File: src/rtl/gpu_cmd_pkg.sv
// rtl/gpu_cmd_pkg.sv - shared widths, entry type and direction encoding
package gpu_cmd_pkg;

  localparam int CMD_W_DEF  = 8;
  localparam int DATA_W_DEF = 16;

  localparam logic CMD_DIR_WRITE = 1'b0;
  localparam logic CMD_DIR_READ  = 1'b1;

  typedef struct packed {
    logic [CMD_W_DEF-1:0]  code;
    logic [DATA_W_DEF-1:0] data;
  } cmd_entry_t;

endpackage

File: src/rtl/gpu_cmd_scheduler_if.sv
// rtl/gpu_cmd_scheduler_if.sv - host command, execution and status signals
interface gpu_cmd_scheduler_if
  import gpu_cmd_pkg::*;
#(
  parameter int CMD_W    = CMD_W_DEF,
  parameter int DATA_W   = DATA_W_DEF,
  parameter int WQ_DEPTH = 16
);

  localparam int WQ_CW = $clog2(WQ_DEPTH) + 1;

  logic              cmd_strobe;
  logic              cmd_inout;
  logic [CMD_W-1:0]  command;
  logic [DATA_W-1:0] commandData;
  logic              render_active;
  logic              wr_valid;
  logic              wr_ready;
  logic [CMD_W-1:0]  wr_cmd;
  logic [DATA_W-1:0] wr_data;
  logic              rd_valid;
  logic              rd_ready;
  logic [CMD_W-1:0]  rd_cmd;
  logic [DATA_W-1:0] rd_data;
  logic              writes_pending;
  logic [WQ_CW-1:0]  wq_count;
  logic              ovf;
  logic              ovf_clr;

  // scheduler side
  modport slave (
    input  cmd_strobe, cmd_inout, command, commandData, render_active,
           wr_ready, rd_ready, ovf_clr,
    output wr_valid, wr_cmd, wr_data, rd_valid, rd_cmd, rd_data,
           writes_pending, wq_count, ovf
  );

  // host / controller / execution side
  modport master (
    output cmd_strobe, cmd_inout, command, commandData, render_active,
           wr_ready, rd_ready, ovf_clr,
    input  wr_valid, wr_cmd, wr_data, rd_valid, rd_cmd, rd_data,
           writes_pending, wq_count, ovf
  );

endinterface

File: src/rtl/gpu_cmd_fifo.sv
// rtl/gpu_cmd_fifo.sv - power-of-two FIFO with registered occupancy count
module gpu_cmd_fifo #(
  parameter int DEPTH = 4,
  parameter int WIDTH = 8,
  localparam int AW = $clog2(DEPTH),
  localparam int CW = AW + 1
) (
  input  logic             clk,
  input  logic             rst,
  input  logic             push,
  input  logic [WIDTH-1:0] push_data,
  output logic             full,
  input  logic             pop,
  output logic             empty,
  output logic [WIDTH-1:0] head,
  output logic [CW-1:0]    count
);

  logic [WIDTH-1:0] mem [DEPTH];
  logic [AW-1:0]    wr_ptr;
  logic [AW-1:0]    rd_ptr;
  logic             do_push;
  logic             do_pop;

  // Full/empty come from the count register only, so a pop in the same
  // cycle never frees a slot for a push.
  assign full    = (count == CW'(DEPTH));
  assign empty   = (count == '0);
  assign do_push = push && !full;
  assign do_pop  = pop && !empty;
  assign head    = mem[rd_ptr];

  // Storage array; contents need no reset.
  always_ff @(posedge clk) begin
    if (do_push) mem[wr_ptr] <= push_data;
  end

  // Pointers wrap naturally at DEPTH; count tracks push/pop balance.
  always_ff @(posedge clk or posedge rst) begin
    if (rst) begin
      wr_ptr <= '0;
      rd_ptr <= '0;
      count  <= '0;
    end else begin
      if (do_push) wr_ptr <= wr_ptr + 1'b1;
      if (do_pop)  rd_ptr <= rd_ptr + 1'b1;
      case ({do_push, do_pop})
        2'b10:   count <= count + 1'b1;
        2'b01:   count <= count - 1'b1;
        default: count <= count;
      endcase
    end
  end

endmodule

File: src/rtl/gpu_cmd_scheduler.sv
// rtl/gpu_cmd_scheduler.sv - split write/read command queues with render gating
module gpu_cmd_scheduler
  import gpu_cmd_pkg::*;
#(
  parameter int CMD_W       = CMD_W_DEF,
  parameter int DATA_W      = DATA_W_DEF,
  parameter int WQ_DEPTH    = 16,
  parameter int RQ_DEPTH    = 4,
  parameter bit READ_BYPASS = 1'b1
) (
  input logic                 cmd_clk_in,
  input logic                 cmd_rst,
  gpu_cmd_scheduler_if.slave  bus
);

  localparam int EW    = CMD_W + DATA_W;
  localparam int RQ_CW = $clog2(RQ_DEPTH) + 1;

  logic             wq_push, wq_pop, wq_full, wq_empty;
  logic             rq_push, rq_pop, rq_full, rq_empty;
  logic [EW-1:0]    wq_head, rq_head;
  logic [RQ_CW-1:0] rq_count_unused;
  logic             drop;
  logic             wr_valid_i, rd_valid_i;

  assign wq_push = bus.cmd_strobe && (bus.cmd_inout == CMD_DIR_WRITE);
  assign rq_push = bus.cmd_strobe && (bus.cmd_inout == CMD_DIR_READ);
  assign drop    = (wq_push && wq_full) || (rq_push && rq_full);

  gpu_cmd_fifo #(.DEPTH(WQ_DEPTH), .WIDTH(EW)) u_wq (
    .clk(cmd_clk_in), .rst(cmd_rst),
    .push(wq_push), .push_data({bus.command, bus.commandData}), .full(wq_full),
    .pop(wq_pop), .empty(wq_empty), .head(wq_head), .count(bus.wq_count)
  );

  gpu_cmd_fifo #(.DEPTH(RQ_DEPTH), .WIDTH(EW)) u_rq (
    .clk(cmd_clk_in), .rst(cmd_rst),
    .push(rq_push), .push_data({bus.command, bus.commandData}), .full(rq_full),
    .pop(rq_pop), .empty(rq_empty), .head(rq_head), .count(rq_count_unused)
  );

  // Issue gating: writes wait out the render, reads either bypass the held
  // writes during a render or wait for the write queue to drain.
  always_comb begin
    wr_valid_i = !wq_empty && !bus.render_active;
    rd_valid_i = !rq_empty && ((READ_BYPASS && bus.render_active) || wq_empty);
  end

  assign wq_pop             = wr_valid_i && bus.wr_ready;
  assign rq_pop             = rd_valid_i && bus.rd_ready;
  assign bus.wr_valid       = wr_valid_i;
  assign bus.rd_valid       = rd_valid_i;
  // Payloads are forced to zero when not offered so reset shows all-zero outputs.
  assign bus.wr_cmd         = wr_valid_i ? wq_head[EW-1:DATA_W] : '0;
  assign bus.wr_data        = wr_valid_i ? wq_head[DATA_W-1:0]  : '0;
  assign bus.rd_cmd         = rd_valid_i ? rq_head[EW-1:DATA_W] : '0;
  assign bus.rd_data        = rd_valid_i ? rq_head[DATA_W-1:0]  : '0;
  assign bus.writes_pending = !wq_empty;

  // Sticky overflow: a drop wins over a same-cycle clear.
  always_ff @(posedge cmd_clk_in or posedge cmd_rst) begin
    if (cmd_rst)          bus.ovf <= 1'b0;
    else if (drop)        bus.ovf <= 1'b1;
    else if (bus.ovf_clr) bus.ovf <= 1'b0;
  end

endmodule

File: src/flat_wrapper.sv
// flat-port wrapper written by rule: the top's interface ports become plain ports
module gpu_cmd_scheduler_flat import gpu_cmd_pkg::*;
#(
  parameter int CMD_W       = CMD_W_DEF,
  parameter int DATA_W      = DATA_W_DEF,
  parameter int WQ_DEPTH    = 16,
  parameter int RQ_DEPTH    = 4,
  parameter bit READ_BYPASS = 1'b1
)
  (cmd_clk_in, cmd_rst, bus_cmd_strobe, bus_cmd_inout, bus_command, bus_commandData, bus_render_active, bus_wr_ready, bus_rd_ready, bus_ovf_clr, bus_wr_valid, bus_wr_cmd, bus_wr_data, bus_rd_valid, bus_rd_cmd, bus_rd_data, bus_writes_pending, bus_wq_count, bus_ovf);
  gpu_cmd_scheduler_if #(.CMD_W(CMD_W), .DATA_W(DATA_W), .WQ_DEPTH(WQ_DEPTH)) bus_i ();
  input logic cmd_clk_in;
  input logic cmd_rst;
  input wire logic [$bits(bus_i.cmd_strobe)-1:0] bus_cmd_strobe;
  input wire logic [$bits(bus_i.cmd_inout)-1:0] bus_cmd_inout;
  input wire logic [$bits(bus_i.command)-1:0] bus_command;
  input wire logic [$bits(bus_i.commandData)-1:0] bus_commandData;
  input wire logic [$bits(bus_i.render_active)-1:0] bus_render_active;
  input wire logic [$bits(bus_i.wr_ready)-1:0] bus_wr_ready;
  input wire logic [$bits(bus_i.rd_ready)-1:0] bus_rd_ready;
  input wire logic [$bits(bus_i.ovf_clr)-1:0] bus_ovf_clr;
  output wire logic [$bits(bus_i.wr_valid)-1:0] bus_wr_valid;
  output wire logic [$bits(bus_i.wr_cmd)-1:0] bus_wr_cmd;
  output wire logic [$bits(bus_i.wr_data)-1:0] bus_wr_data;
  output wire logic [$bits(bus_i.rd_valid)-1:0] bus_rd_valid;
  output wire logic [$bits(bus_i.rd_cmd)-1:0] bus_rd_cmd;
  output wire logic [$bits(bus_i.rd_data)-1:0] bus_rd_data;
  output wire logic [$bits(bus_i.writes_pending)-1:0] bus_writes_pending;
  output wire logic [$bits(bus_i.wq_count)-1:0] bus_wq_count;
  output wire logic [$bits(bus_i.ovf)-1:0] bus_ovf;
  assign bus_i.cmd_strobe = bus_cmd_strobe;
  assign bus_i.cmd_inout = bus_cmd_inout;
  assign bus_i.command = bus_command;
  assign bus_i.commandData = bus_commandData;
  assign bus_i.render_active = bus_render_active;
  assign bus_i.wr_ready = bus_wr_ready;
  assign bus_i.rd_ready = bus_rd_ready;
  assign bus_i.ovf_clr = bus_ovf_clr;
  assign bus_wr_valid = bus_i.wr_valid;
  assign bus_wr_cmd = bus_i.wr_cmd;
  assign bus_wr_data = bus_i.wr_data;
  assign bus_rd_valid = bus_i.rd_valid;
  assign bus_rd_cmd = bus_i.rd_cmd;
  assign bus_rd_data = bus_i.rd_data;
  assign bus_writes_pending = bus_i.writes_pending;
  assign bus_wq_count = bus_i.wq_count;
  assign bus_ovf = bus_i.ovf;
  gpu_cmd_scheduler #(.CMD_W(CMD_W), .DATA_W(DATA_W), .WQ_DEPTH(WQ_DEPTH), .RQ_DEPTH(RQ_DEPTH), .READ_BYPASS(READ_BYPASS)) u_core (.cmd_clk_in(cmd_clk_in), .cmd_rst(cmd_rst), .bus(bus_i));
endmodule
File: config.mk
export PLATFORM = sky130hd
export DESIGN_NAME = gpu_cmd_scheduler_flat
export DESIGN_NICKNAME = d
export VERILOG_FILES = /design/src/rtl/gpu_cmd_pkg.sv /design/src/rtl/gpu_cmd_scheduler_if.sv /design/src/rtl/gpu_cmd_fifo.sv /design/src/rtl/gpu_cmd_scheduler.sv /design/src/flat_wrapper.sv
export SDC_FILE = /design/constraint.sdc
export NUM_CORES = 1
export LEC_CHECK = 0
export CORE_MARGIN = 2
export CORE_UTILIZATION = 50
export CTS_BUF_LIST = sky130_fd_sc_hd__clkbuf_4 sky130_fd_sc_hd__clkbuf_8 sky130_fd_sc_hd__clkbuf_16
export DETAILED_ROUTE_END_ITERATION = 8
export HOLD_SLACK_MARGIN = 0.06
export PLACE_DENSITY_LB_ADDON = 0.12
export SLEW_MARGIN = 20
export SYNTH_ARGS = -nofsm -noshare
export SYNTH_HDL_FRONTEND = slang
export SYNTH_SLANG_ARGS = --single-unit
File: constraint.sdc
create_clock -name cmd_clk_in -period 9.9 [get_ports cmd_clk_in]
set_input_delay 1.98 -clock cmd_clk_in [delete_from_list [all_inputs] [get_ports cmd_clk_in]]
set_output_delay 1.98 -clock cmd_clk_in [all_outputs]
set_load 0.01 [all_outputs]
# Word level (Yosys, flattened, before mapping)
# Memories as Yosys holds them, arrays and structs flattened.
# Index checks and enable logic that the tools add are counted.
# W data, S select, Z words.
# totals
regBits	21
latch_bits	0
mem_bits_rw	480
mem_bits_ro	0
input_bits	32
out_inout_bits	57
elab_cells	60
mem_count	2
# memory_table
name	depth	width	read_ports	rd_ports_with_merged_regs	wr	line_no	source
u_core.u_wq.mem	16	24	1	0	1	gpu_cmd_fifo.sv:19	logic [WIDTH-1:0] mem [DEPTH];
u_core.u_rq.mem	4	24	1	0	1	gpu_cmd_fifo.sv:19	
# classes
add_sub_neg	8
multipliers	0
div	0
magnitude_cmp	0
eq_ne	6
shifts	0
mux	12
n_bitwise	1
n_reduce_logical	24
# op_table
op	count
$mux W16	2
$mux W8	2
$logic_and A1 B1 Y1	12
$pmux W5 S2	1
$add A4 B1 Y4 const B	2
$mux W1	6
$pmux W3 S2	1
$reduce_bool A2 Y1	3
$add A5 B1 Y5 const B	1
$eq A5 B5 Y1 const B	1
$logic_not A1 Y1	5
$logic_not A5 Y1	1
$sub A5 B1 Y5 const B	1
$add A2 B1 Y2 const B	2
$eq A2 B1 Y1 const B	2
$eq A2 B2 Y1 const B	2
$add A3 B1 Y3 const B	1
$eq A3 B3 Y1 const B	1
$logic_not A3 Y1	1
$sub A3 B1 Y3 const B	1
$logic_or A1 B1 Y1	2
$not A1 Y1	1

# Longest topological paths before layout
# depth
depth_word	7
ltp_mapped	11
mapped_depth_nobuf	11

# Hierarchy
# A second synthesis with hierarchy kept.
# hier_totals
cells_unflattened	1014
area_unflattened_um2	20144.3
# by_module_without_submodules
module	instances	cells_per_inst	area_per_inst_um2	seq_area_each_um2
gpu_cmd_fifo (u_core.u_wq)	1	785	15716.3	11856.4
gpu_cmd_fifo (u_core.u_rq)	1	164	3937.5	3057.9
gpu_cmd_scheduler	1	65	490.5	25.0

# Worst setup path before layout
# No wires, ideal clock.
# synth_path
kind	input to register
start	input port bus_cmd_inout
end	memory u_core.u_wq.mem[4][0] in the netlist's numbering, enable pin
setup_ps	440
arrival_ps	4485
required_ps	9460
setup_slack_ps	4975
stages	4
n_path_buf	1
cell_sequence	a211oi_1 > buf_2 > nand2_1 > nor3b_1
# synth_between
elab_chain_cells	5
# synth_rtl
item	line_no	source
from (decl)	flat_wrapper.sv:15	input wire logic [$bits(bus_i.cmd_inout)-1:0] bus_cmd_inout;
$not A1 Y1	gpu_cmd_scheduler.sv:26	assign wq_push = bus.cmd_strobe && (bus.cmd_inout == CMD_DIR_WRITE);
$logic_and A1 B1 Y1	gpu_cmd_scheduler.sv:26	
$logic_and A1 B1 Y1	gpu_cmd_fifo.sv:29	assign do_push = push && !full;
$mux W1	gpu_cmd_fifo.sv:35	if (do_push) mem[wr_ptr] <= push_data;
$mux W1 (implied by the code)	gpu_cmd_fifo.sv:35	
to (decl)	gpu_cmd_fifo.sv:19	
# Every way passes these cells.

# Final worst setup path
# layout_path
start	input port bus_render_active
end	output port bus_wr_cmd[0]
# layout_between
elab_chain_cells	3
# layout_rtl
item	line_no	source
from (decl)	flat_wrapper.sv:18	input wire logic [$bits(bus_i.render_active)-1:0] bus_render_active;
$logic_not A1 Y1	gpu_cmd_scheduler.sv:45	wr_valid_i = !wq_empty && !bus.render_active;
$logic_and A1 B1 Y1	gpu_cmd_scheduler.sv:45	
$mux W8	gpu_cmd_scheduler.sv:54	assign bus.wr_cmd = wr_valid_i ? wq_head[EW-1:DATA_W] : '0;
to (decl)	flat_wrapper.sv:23	output wire logic [$bits(bus_i.wr_cmd)-1:0] bus_wr_cmd;
# Every way passes these cells.

==> results_dict.tcl <==
set metrics [dict create \
    outcome "finished clean" \
    io_pins 89 \
    leakage_nw 7.52 \
    grt.total_usage_pct 20.1 \
    utilization_pct 59.1 \
    fillers 2844 \
    cap_violations 0 \
    seq_power_share_pct 43.1 \
    p_per_area_nw_per_um2 273 \
    design.die.area_um2 41000 \
    crit_fanout 30 \
    globalplace.congestion 0.717 \
    coreArea_um2 38700 \
    r2r_setup_slack_ns 6.08 \
    final_cell_mix "edfxtp_1, mux4_2, clkdlybuf4s50_1, clkbuf_16, buf_4" \
    ctsHoldBuffers 0 \
    syn_to_final_growth_pct 16.3 \
    slowest_stage "clkdlybuf4s50_1" \
    cts_buffers 51 \
    die_w_um 202 \
    core.rowCount 72 \
    rsz0062_at_grt "false" \
    grt_overflow 0 \
    final_max_slew_viol_count 0 \
    synthFlopType "edfxtp_1" \
    ys_warn_count 0 \
    fin_skew_ns 0.00879 \
    setup_tns_ns 0 \
    syn_area_um2 19700 \
    synth_area_per_cell_um2 21.7 \
    grt_pass1_vias 9641 \
    fin_ws_ns 3.80 \
    ys_seq_area_share_pct 75.9 \
    period_share_pct 61.7 \
    worstPathArrival_ns 4.12 \
    hpwl_mm 22.7 \
    cts.clk_slew.worst_paths_ns 0.06 \
    hp-start "u_core.u_rq.rd_ptr[1]$_DFFE_PP0P_" \
    synth.distinct_cells 41 \
    min_path_type "reg2reg" \
    end_kind "output pin" \
    timing.fmax_ghz 0.164 \
    slowest_delay_ns 0.57 \
    drive_above_1_share_pct 24.6 \
    clock_latency_ns 0.56 \
    port_buffers 88 \
    drcViolationCount 0 \
    routed_wl_mm 40.1 \
    grt_max_degree 62 \
    crit_required_ns 7.92 \
    synth-edff-count 480 \
    synth-seq-cells 501 \
    p_int_mw 4.53 \
    setup_viol 0 \
    num_antenna_cells 0 \
    async_reset_ff_share_pct 4.19 \
    final_common_cell "edfxtp_1" \
    final_antenna_net_count 0 \
    dp_slack_ns 3.76 \
    swShare_pct 27.6 \
    vias 9068 \
    tritoncts "built" \
    ff_latch_area_um2 15000 \
    cp_cell_sequence "clkdlybuf4s50_1 > a21o_1 > buf_4 > inv_1 > buf_4 > o21ai_0 > a21oi_1 > clkdlybuf4s50_1" \
    start_kind "input port" \
    clock_sinks 501 \
    p_switching_mw 1.72 \
    crit_type "in2out" \
    max-vdd-ir-drop_uv 167 \
    drt_iter0_drc 610 \
    fin_hold_ws_ns 0.509 \
    clockBufferDepth 3 \
    r2r_start "u_core.u_wq.count[2]$_DFFE_PP0P_" \
    clkPwrFrac_pct 30.2 \
    htreeDepth 2 \
    hold_viol_final 0 \
    worst_pin_slew_ns 1.02 \
    cp-startpoint "bus_render_active" \
    root_buffer "clkbuf_16" \
    slew_headroom_pct 32.3 \
    cts_setup_buffers 0 \
    antenna_found_initial 0 \
    initial_core_util_pct 50.8 \
    p_comb_share_pct 26.6 \
    via_per_inst 5.71 \
    syn_nets 957 \
    grt_pass1_wl_mm 60.4 \
    first_pass_iters 5 \
    fin_crit_ns 6.10 \
    wire_per_inst_um 25.3 \
    post_cts_resized 0 \
    synthCells 909 \
    final_nets 1079 \
    multi_input_area_um2 4430 \
    dieHeight_um 202 \
    p_total_mw 6.25 \
]
==> per-stage QoR <==
stage	cell area, um^2	instances
final	22900	1589
after global routing	22900	1589
after CTS	22900	1588
after detailed placement	21200	1495
after global placement	21200	1495
after floorplan	19700	909
==> power groups by stage <==
stage / Combinational (mW) / Clock (mW) / Sequential, mW
floorplan: 1.26 / 0 / 2.59
global placement: 1.69 / 0 / 2.75
detailed placement: 1.69 / 0 / 2.75
CTS: 1.70 / 1.93 / 2.71
global route: 1.80 / 2.01 / 2.73
finish: 1.67 / 1.89 / 2.70
==> cells in the mapped netlist (all sizes together), types with 2 or more instances <==
cell    number  area share, %
a21o         3           0.11
a21oi       26           0.66
a31oi        2          0.064
and2        13           0.41
and3        26           0.83
and4         4           0.18
buf         29           0.94
clkbuf      23           0.44
dfrtp       21            2.7
edfxtp     480             73
fa           2           0.20
ha          14           0.89
inv         17           0.32
mux2        26            1.5
mux2i       27            1.4
mux4       119             14
nand2        9           0.17
nand3        4           0.10
nand4        3          0.095
nor2         3          0.057
nor3b        6           0.23
nor4         2          0.095
o21ai       25           0.64
xnor2       10           0.44
xor2         5           0.22
==> sequential cells by signal, indices dropped and copies added, names as in the netlist <==
register and flops:
u_core.u_rq.count 3, u_core.bus.ovf 1, u_core.u_rq.wr_ptr 2, u_core.u_wq.count 5, u_core.u_wq.mem 384, u_core.u_wq.rd_ptr 4
u_core.u_rq.rd_ptr 2, u_core.u_wq.wr_ptr 4, u_core.u_rq.mem 96
==> critical path, delay by kind of cell <==
family / cells / cell delay (ns)
buffers and inverters: 5 / 1.63
AO/OA/AOI/OAI: 3 / 0.49
==> logic make-up after synthesis <==
| logic type | count (synthesis) | share of synthesized area, % |
|---|---|---|
| fa+ha+maj | 16 | 1.09 |
| buf+inv | 69 | 1.71 |
| mux | 172 | 16.6 |
| simple gates | 74 | 2.31 |
| flops | 501 | 75.9 |
| compound gates | 62 | 1.72 |
| xor+xnor | 15 | 0.667 |
==> layout make-up <==
class | instances | share of cell area [%]
flip-flops and latches | 501 | 65.3
multi-input cells | 339 | 19.3
clock buffers | 65 | 6.11
repair buffers | 121 | 4.98
well taps | 518 | 2.83
clock inverters | 28 | 1.16
inverters | 17 | 0.279
==> worst paths after layout <==
| kind | depth (start not counted) | end |
|---|---|---|
| worst max-delay path | 8 | bus_wr_cmd[0] |
| min in group asynchronous | 2 | u_core.u_wq.wr_ptr[0]$_DFFE_PP0P_ |
| max in group asynchronous | 2 | u_core.u_wq.rd_ptr[3]$_DFFE_PP0P_ |
| worst min register to register | 1 | u_core.u_rq.rd_ptr[1]$_DFFE_PP0P_ |
| worst min-delay path | 1 | u_core.u_rq.rd_ptr[1]$_DFFE_PP0P_ |
| worst max register to register | 13 | u_core.u_wq.count[4]$_DFFE_PP0P_ |
==> per-layer routing <==
layer  vias up  global-route usage (%)  routed length, um
met3        50                    3.37               1750
met4         0                    4.12                558
met1      4829                    29.1              17800
met5         -                       0                  0
met2       181                    32.7              20000
li1       4008                       -                  -
Note: power is estimated with default switching activity, not from simulation.
==> RTL change 1: new RTL, config.mk and constraints unchanged <==
`WQ_DEPTH` is set to 16 in 3 places; all go to 32.
--- a/src/rtl/gpu_cmd_scheduler_if.sv
+++ b/src/rtl/gpu_cmd_scheduler_if.sv
@@ -6,3 +6,3 @@
   parameter int DATA_W   = DATA_W_DEF,
-  parameter int WQ_DEPTH = 16
+  parameter int WQ_DEPTH = 32
 );
--- a/src/rtl/gpu_cmd_scheduler.sv
+++ b/src/rtl/gpu_cmd_scheduler.sv
@@ -6,3 +6,3 @@
   parameter int DATA_W      = DATA_W_DEF,
-  parameter int WQ_DEPTH    = 16,
+  parameter int WQ_DEPTH    = 32,
   parameter int RQ_DEPTH    = 4,
--- a/src/flat_wrapper.sv
+++ b/src/flat_wrapper.sv
@@ -5,3 +5,3 @@
   parameter int DATA_W      = DATA_W_DEF,
-  parameter int WQ_DEPTH    = 16,
+  parameter int WQ_DEPTH    = 32,
   parameter int RQ_DEPTH    = 4,
Interface: changed (resized bus_wq_count); port bits go from 89 to 90. The function was not compared with the original's and may differ.
==> RTL change 1 against the original RTL <==
Worst setup slack lost 0.40 ns; die area grew 73%; first-iteration DRC count grew to 2.6 times the old value; sequential power grew 67%; wire length grew 100%; final cell count grew 72%; power grew 72%; sequential cell count grew 387; area after synthesis grew 75%; register-to-register slack lost 0.21 ns; design area grew 73%; critical endpoint is now bus_wr_cmd[4]; largest cell class unchanged.
==> RTL change 1: results (changes against the original RTL) <==
Status - finished, final reports clean
Critical-path top delay cell - clkdlybuf4s50_1
Root Buffer - clkbuf_16
Fill count - 4933 (+73%)
Share of cells above drive strength 1 - 24.2% (-0.39 points)
First-pass GRT wire length - 118 mm (+96%)
Clock latency on the worst-skew pair - 0.64 ns (+0.08 ns)
Hold Path Origin - u_core.u_rq.count[2]
Number of flops mapped to enable cells by yosys - 864 (+80%)
Slew @ Worst Pin - 1.15 ns (+0.135 ns)
Arr. time, crit path - 4.52 ns (+0.40 ns)
Nets - 1828 (+69%)
DP Area - 36600 um2 (+72%)
Worst Hold Endpoint - u_core.u_rq.count[2]
CP Max Fanout - 26 (-13%)
Largest registers - u_core.u_wq.mem (768), u_core.u_rq.mem (96), u_core.u_wq.count (6)
H-tree Lvls - 3 (+1)
Synth async-reset ratio - 2.70% (-1.5 points)
Post-CTS Resized - 0 (unchanged)
CTS Buf Count - 90 (+76%)
Iteration-0 DRC Markers - 1588 (+160%)
DRT Pass-1 Iters - 5 (unchanged)
Gpl congestion - 0.749 (+4.4%)
Reg-to-Reg End - u_core.u_wq.count[5]
Largest net degree at the start of global routing - 109 (+76%)
Reg2reg start - u_core.u_wq.count[1]
Post-synth top cells - edfxtp_1, mux4_2, mux2i_1
DP HPWL - 44.3 mm (+96%)
Netlist cell types - 50 (+22%)
P_leak - 0.0128 uW (+70%)
Initial antenna violation count - 0 (unchanged)
Vias in the first global route - 17300 (+80%)
CP peak stage delay - 0.67 ns (+0.10 ns)
Maximum clock insertion buffer count - 3 (unchanged)
R2R Setup Slk - 5.87 ns (-0.21 ns)
Port Buffers - 89 (+1.1%)
Max IR drop VDD - 223 uV (+34%)
Area contributors post-synth - edfxtp_1, mux4_2, mux2i_1
Routed WL - 81.1 mm (+100%)
Total GRT Usage - 23.4% (+3.3 points)
Clock Skews - 0.0346 ns (+0.0258 ns)
DR vias/cell - 6.08 (+6.6%)
R2R cell count - 12 (-1)
Syn_nets - 1665 (+74%)
Sequential-to-total area share from yosys stat - 77.2% (+1.3 points)
-- RTL change 1: cell count changes in the layout (fill, tap and decap cells not counted), moves of 26 or more --
cell | unedited run | this run
mux2i_1 | 27 | 95
buf_4 | 32 | 72
clkbuf_16 | 51 | 92
nor2_2 | 0 | 26
nand2_1 | 9 | 39
a22oi_1 | 0 | 46
mux4_2 | 113 | 169
edfxtp_1 | 480 | 864
-- RTL change 1: worst reg2reg max path: cells and delay by family, from the launching register on --
family	cells	cell delay (ns)
AO/OA/AOI/OAI	3	0.71
flip-flops	1	0.45
XOR/XNOR	1	0.14
adder cells (fa/ha/maj)	2	0.69
buffers and inverters	3	0.92
AND/OR/NAND/NOR	3	1.04
-- RTL change 1: kinds of logic after synthesis --
family,synth area share [%]
DFF,77.2
muxes,13.9
buffers and inverters,1.75
adders and majority gates,0.662
and+or+nand+nor,1.90
AOI/OAI and AO/OA,4.15
xor gates and xnor gates,0.458
-- RTL change 1: where the power goes --
| part | switching (uW) | leakage (uW) | internal, uW | total [uW] |
|---|---|---|---|---|
| Combinational | 1550 | 0.00326 | 1290 | 2840 |
| Clock | 1380 | 0.00149 | 2010 | 3390 |
| Sequential | 195 | 0.00806 | 4310 | 4500 |
-- RTL change 1: final cells by class --
| cell class | count | area [um2] | area share (%) |
|---|---|---|---|
| Clock buffer | 107 | 2420 | 6.12 |
| Clock inverter | 56 | 567 | 1.43 |
| Inverter | 17 | 63.8 | 0.161 |
| Multi-Input combinational cell | 620 | 7380 | 18.7 |
| Sequential cell | 888 | 26600 | 67.2 |
| Tap cell | 882 | 1100 | 2.79 |
| Timing Repair Buffer | 162 | 1440 | 3.65 |
-- RTL change 1: metrics by stage --
| stage | hold WS [ns] | cells | setup WS, ns | total power [uW] |
|---|---|---|---|---|
| 2_1_floorplan | 0.489 | 1616 | 5.07 | 6440 |
| 3_3_place_gp | 0.512 | 2569 | 3.51 | 7450 |
| 3_5_place_dp | 0.517 | 2569 | 3.44 | 7470 |
| 4_1_cts | 0.525 | 2732 | 3.31 | 10900 |
| 5_1_grt | 0.568 | 2732 | 3.11 | 11200 |
| 6_report | 0.525 | 2732 | 3.40 | 10700 |
-- RTL change 1: worst max path at each step --
stage                endpoint  slack [ns]  cells after the start
3_3_place_gp    bus_wr_cmd[5]        3.51                      6
4_1_cts         bus_wr_cmd[7]        3.31                      6
5_1_grt        bus_wr_data[1]        3.11                      6
3_5_place_dp    bus_wr_cmd[4]        3.44                      6
2_1_floorplan   bus_wr_cmd[6]        5.07                      4
6_report        bus_wr_cmd[4]        3.40                      6
-- RTL change 1: metal layers --
layer	up-vias	track usage (%)	part of all wire (%)
li1	7092	-	-
met1	8942	32.8	42
met2	485	38.2	50
met3	102	3.19	5.6
met4	0	7.80	2.7
met5	-	0	0
==> RTL change 2: new RTL, config.mk and constraints unchanged <==
Without the edit above. Make the reset (`cmd_rst` and `rst`) synchronous in 2 clocked blocks.
--- a/src/rtl/gpu_cmd_fifo.sv
+++ b/src/rtl/gpu_cmd_fifo.sv
@@ -38,3 +38,3 @@
   // Pointers wrap naturally at DEPTH; count tracks push/pop balance.
-  always_ff @(posedge clk or posedge rst) begin
+  always_ff @(posedge clk) begin
     if (rst) begin
--- a/src/rtl/gpu_cmd_scheduler.sv
+++ b/src/rtl/gpu_cmd_scheduler.sv
@@ -60,3 +60,3 @@
   // Sticky overflow: a drop wins over a same-cycle clear.
-  always_ff @(posedge cmd_clk_in or posedge cmd_rst) begin
+  always_ff @(posedge cmd_clk_in) begin
     if (cmd_rst)          bus.ovf <= 1'b0;
Function: differs if cmd_rst is asserted again (counterexample within 4 cycles, from zero or initial values and one cycle with cmd_rst high); with cmd_rst held inactive, the same outputs for 4 cycles.
==> RTL change 2 against the original RTL <==
Area after synthesis down 0.97%; highest routed layer unchanged; global-route usage increased by 0.43 points; design area is 0.85% lower; die area decreased by 0.95%; synthesized cell count rose by 2.2%; first-iteration DRC count grew 14%; via count grew 2.2%; clock skew rose by 0.0039 ns; sequential cell count up 6; worst setup slack gained 0.22 ns; wire length is 1.4% higher.
Power is not compared: it rests on default switching activity, and its combinational part moved more than twofold at a synthesized area within 25%.
==> RTL change 2: results (changes against the original RTL) <==
Arr. time, crit path - 3.90 ns (-0.22 ns)
Largest net degree at the start of global routing - 71 (+15%)
Status - finished, final reports clean
Routed WL - 40.7 mm (+1.4%)
Grt met2 use - 33.6% (+0.89 points)
Reg2reg start - u_core.u_wq.count[0]
Met1 usage - 29.2% (+0.12 points)
Synthesized-area fraction occupied by adder cells - 0.873% (-0.22 points)
Netlist cell types - 39 (-4.9%)
DP HPWL - 21.7 mm (-4.5%)
First-pass GRT wire length - 61.3 mm (+1.5%)
Vias in the first global route - 9707 (+0.68%)
Met3 Resource Use GR - 3.14% (-0.23 points)
Hold slack - 0.507 ns (-0.00220 ns)
Iteration-0 DRC Markers - 697 (+14%)
Critical Path End - bus_wr_data[2]
CP Max Fanout - 52 (+73%)
Clock Skews - 0.0127 ns (+0.00387 ns)
Dpl ws - 4.03 ns (+0.268 ns)
Nets - 1078 (-0.093%)
Routed met3 length - 2.20 mm (+26%)
Met1 wire length - 17.9 mm (+0.56%)
Post-synthesis mux area share - 14.1% (-2.5 points)
R2R Setup Slk - 6.75 ns (+0.67 ns)
Sequential-to-total area share from yosys stat - 76.7% (+0.82 points)
DRT Pass-1 Iters - 4 (-1)
Share of cells above drive strength 1 - 22.8% (-1.7 points)
DR WL met2 - 19.9 mm (-0.45%)
XOR/XNOR share of the synthesized area - 0.674% (+0.0065 points)
==> RTL change 2: cell count changes in the layout (fill, tap and decap cells not counted), moves of 6 or more <==
cell | unedited run | this run
a22oi_1 | 0 | 48
and2_1 | 13 | 5
buf_4 | 32 | 16
dfrtp_1 | 16 | 0
dfxtp_1 | 0 | 24
mux2_2 | 26 | 1
mux2i_1 | 27 | 3
mux4_1 | 6 | 0
mux4_2 | 113 | 120
nor2_1 | 3 | 27
nor2_4 | 0 | 12
o21ai_0 | 25 | 2
==> RTL change 2: power groups by stage <==
stage	clock, uW	sequential (uW)	combinational [uW]
after floorplan	0	2440	358
after global placement	0	2480	565
after detailed placement	0	2490	571
after CTS	1900	2440	575
after global routing	1990	2450	612
final	1870	2440	565
==> RTL change 2: area by class of cell <==
cell class,instances,share of cell area [%]
Clock buffer,60,6.00
Clock inverter,34,1.26
Inverter,14,0.231
Multi-Input combinational cell,353,19.2
Sequential cell,507,65.9
Tap cell,518,2.85
Timing Repair Buffer,106,4.60
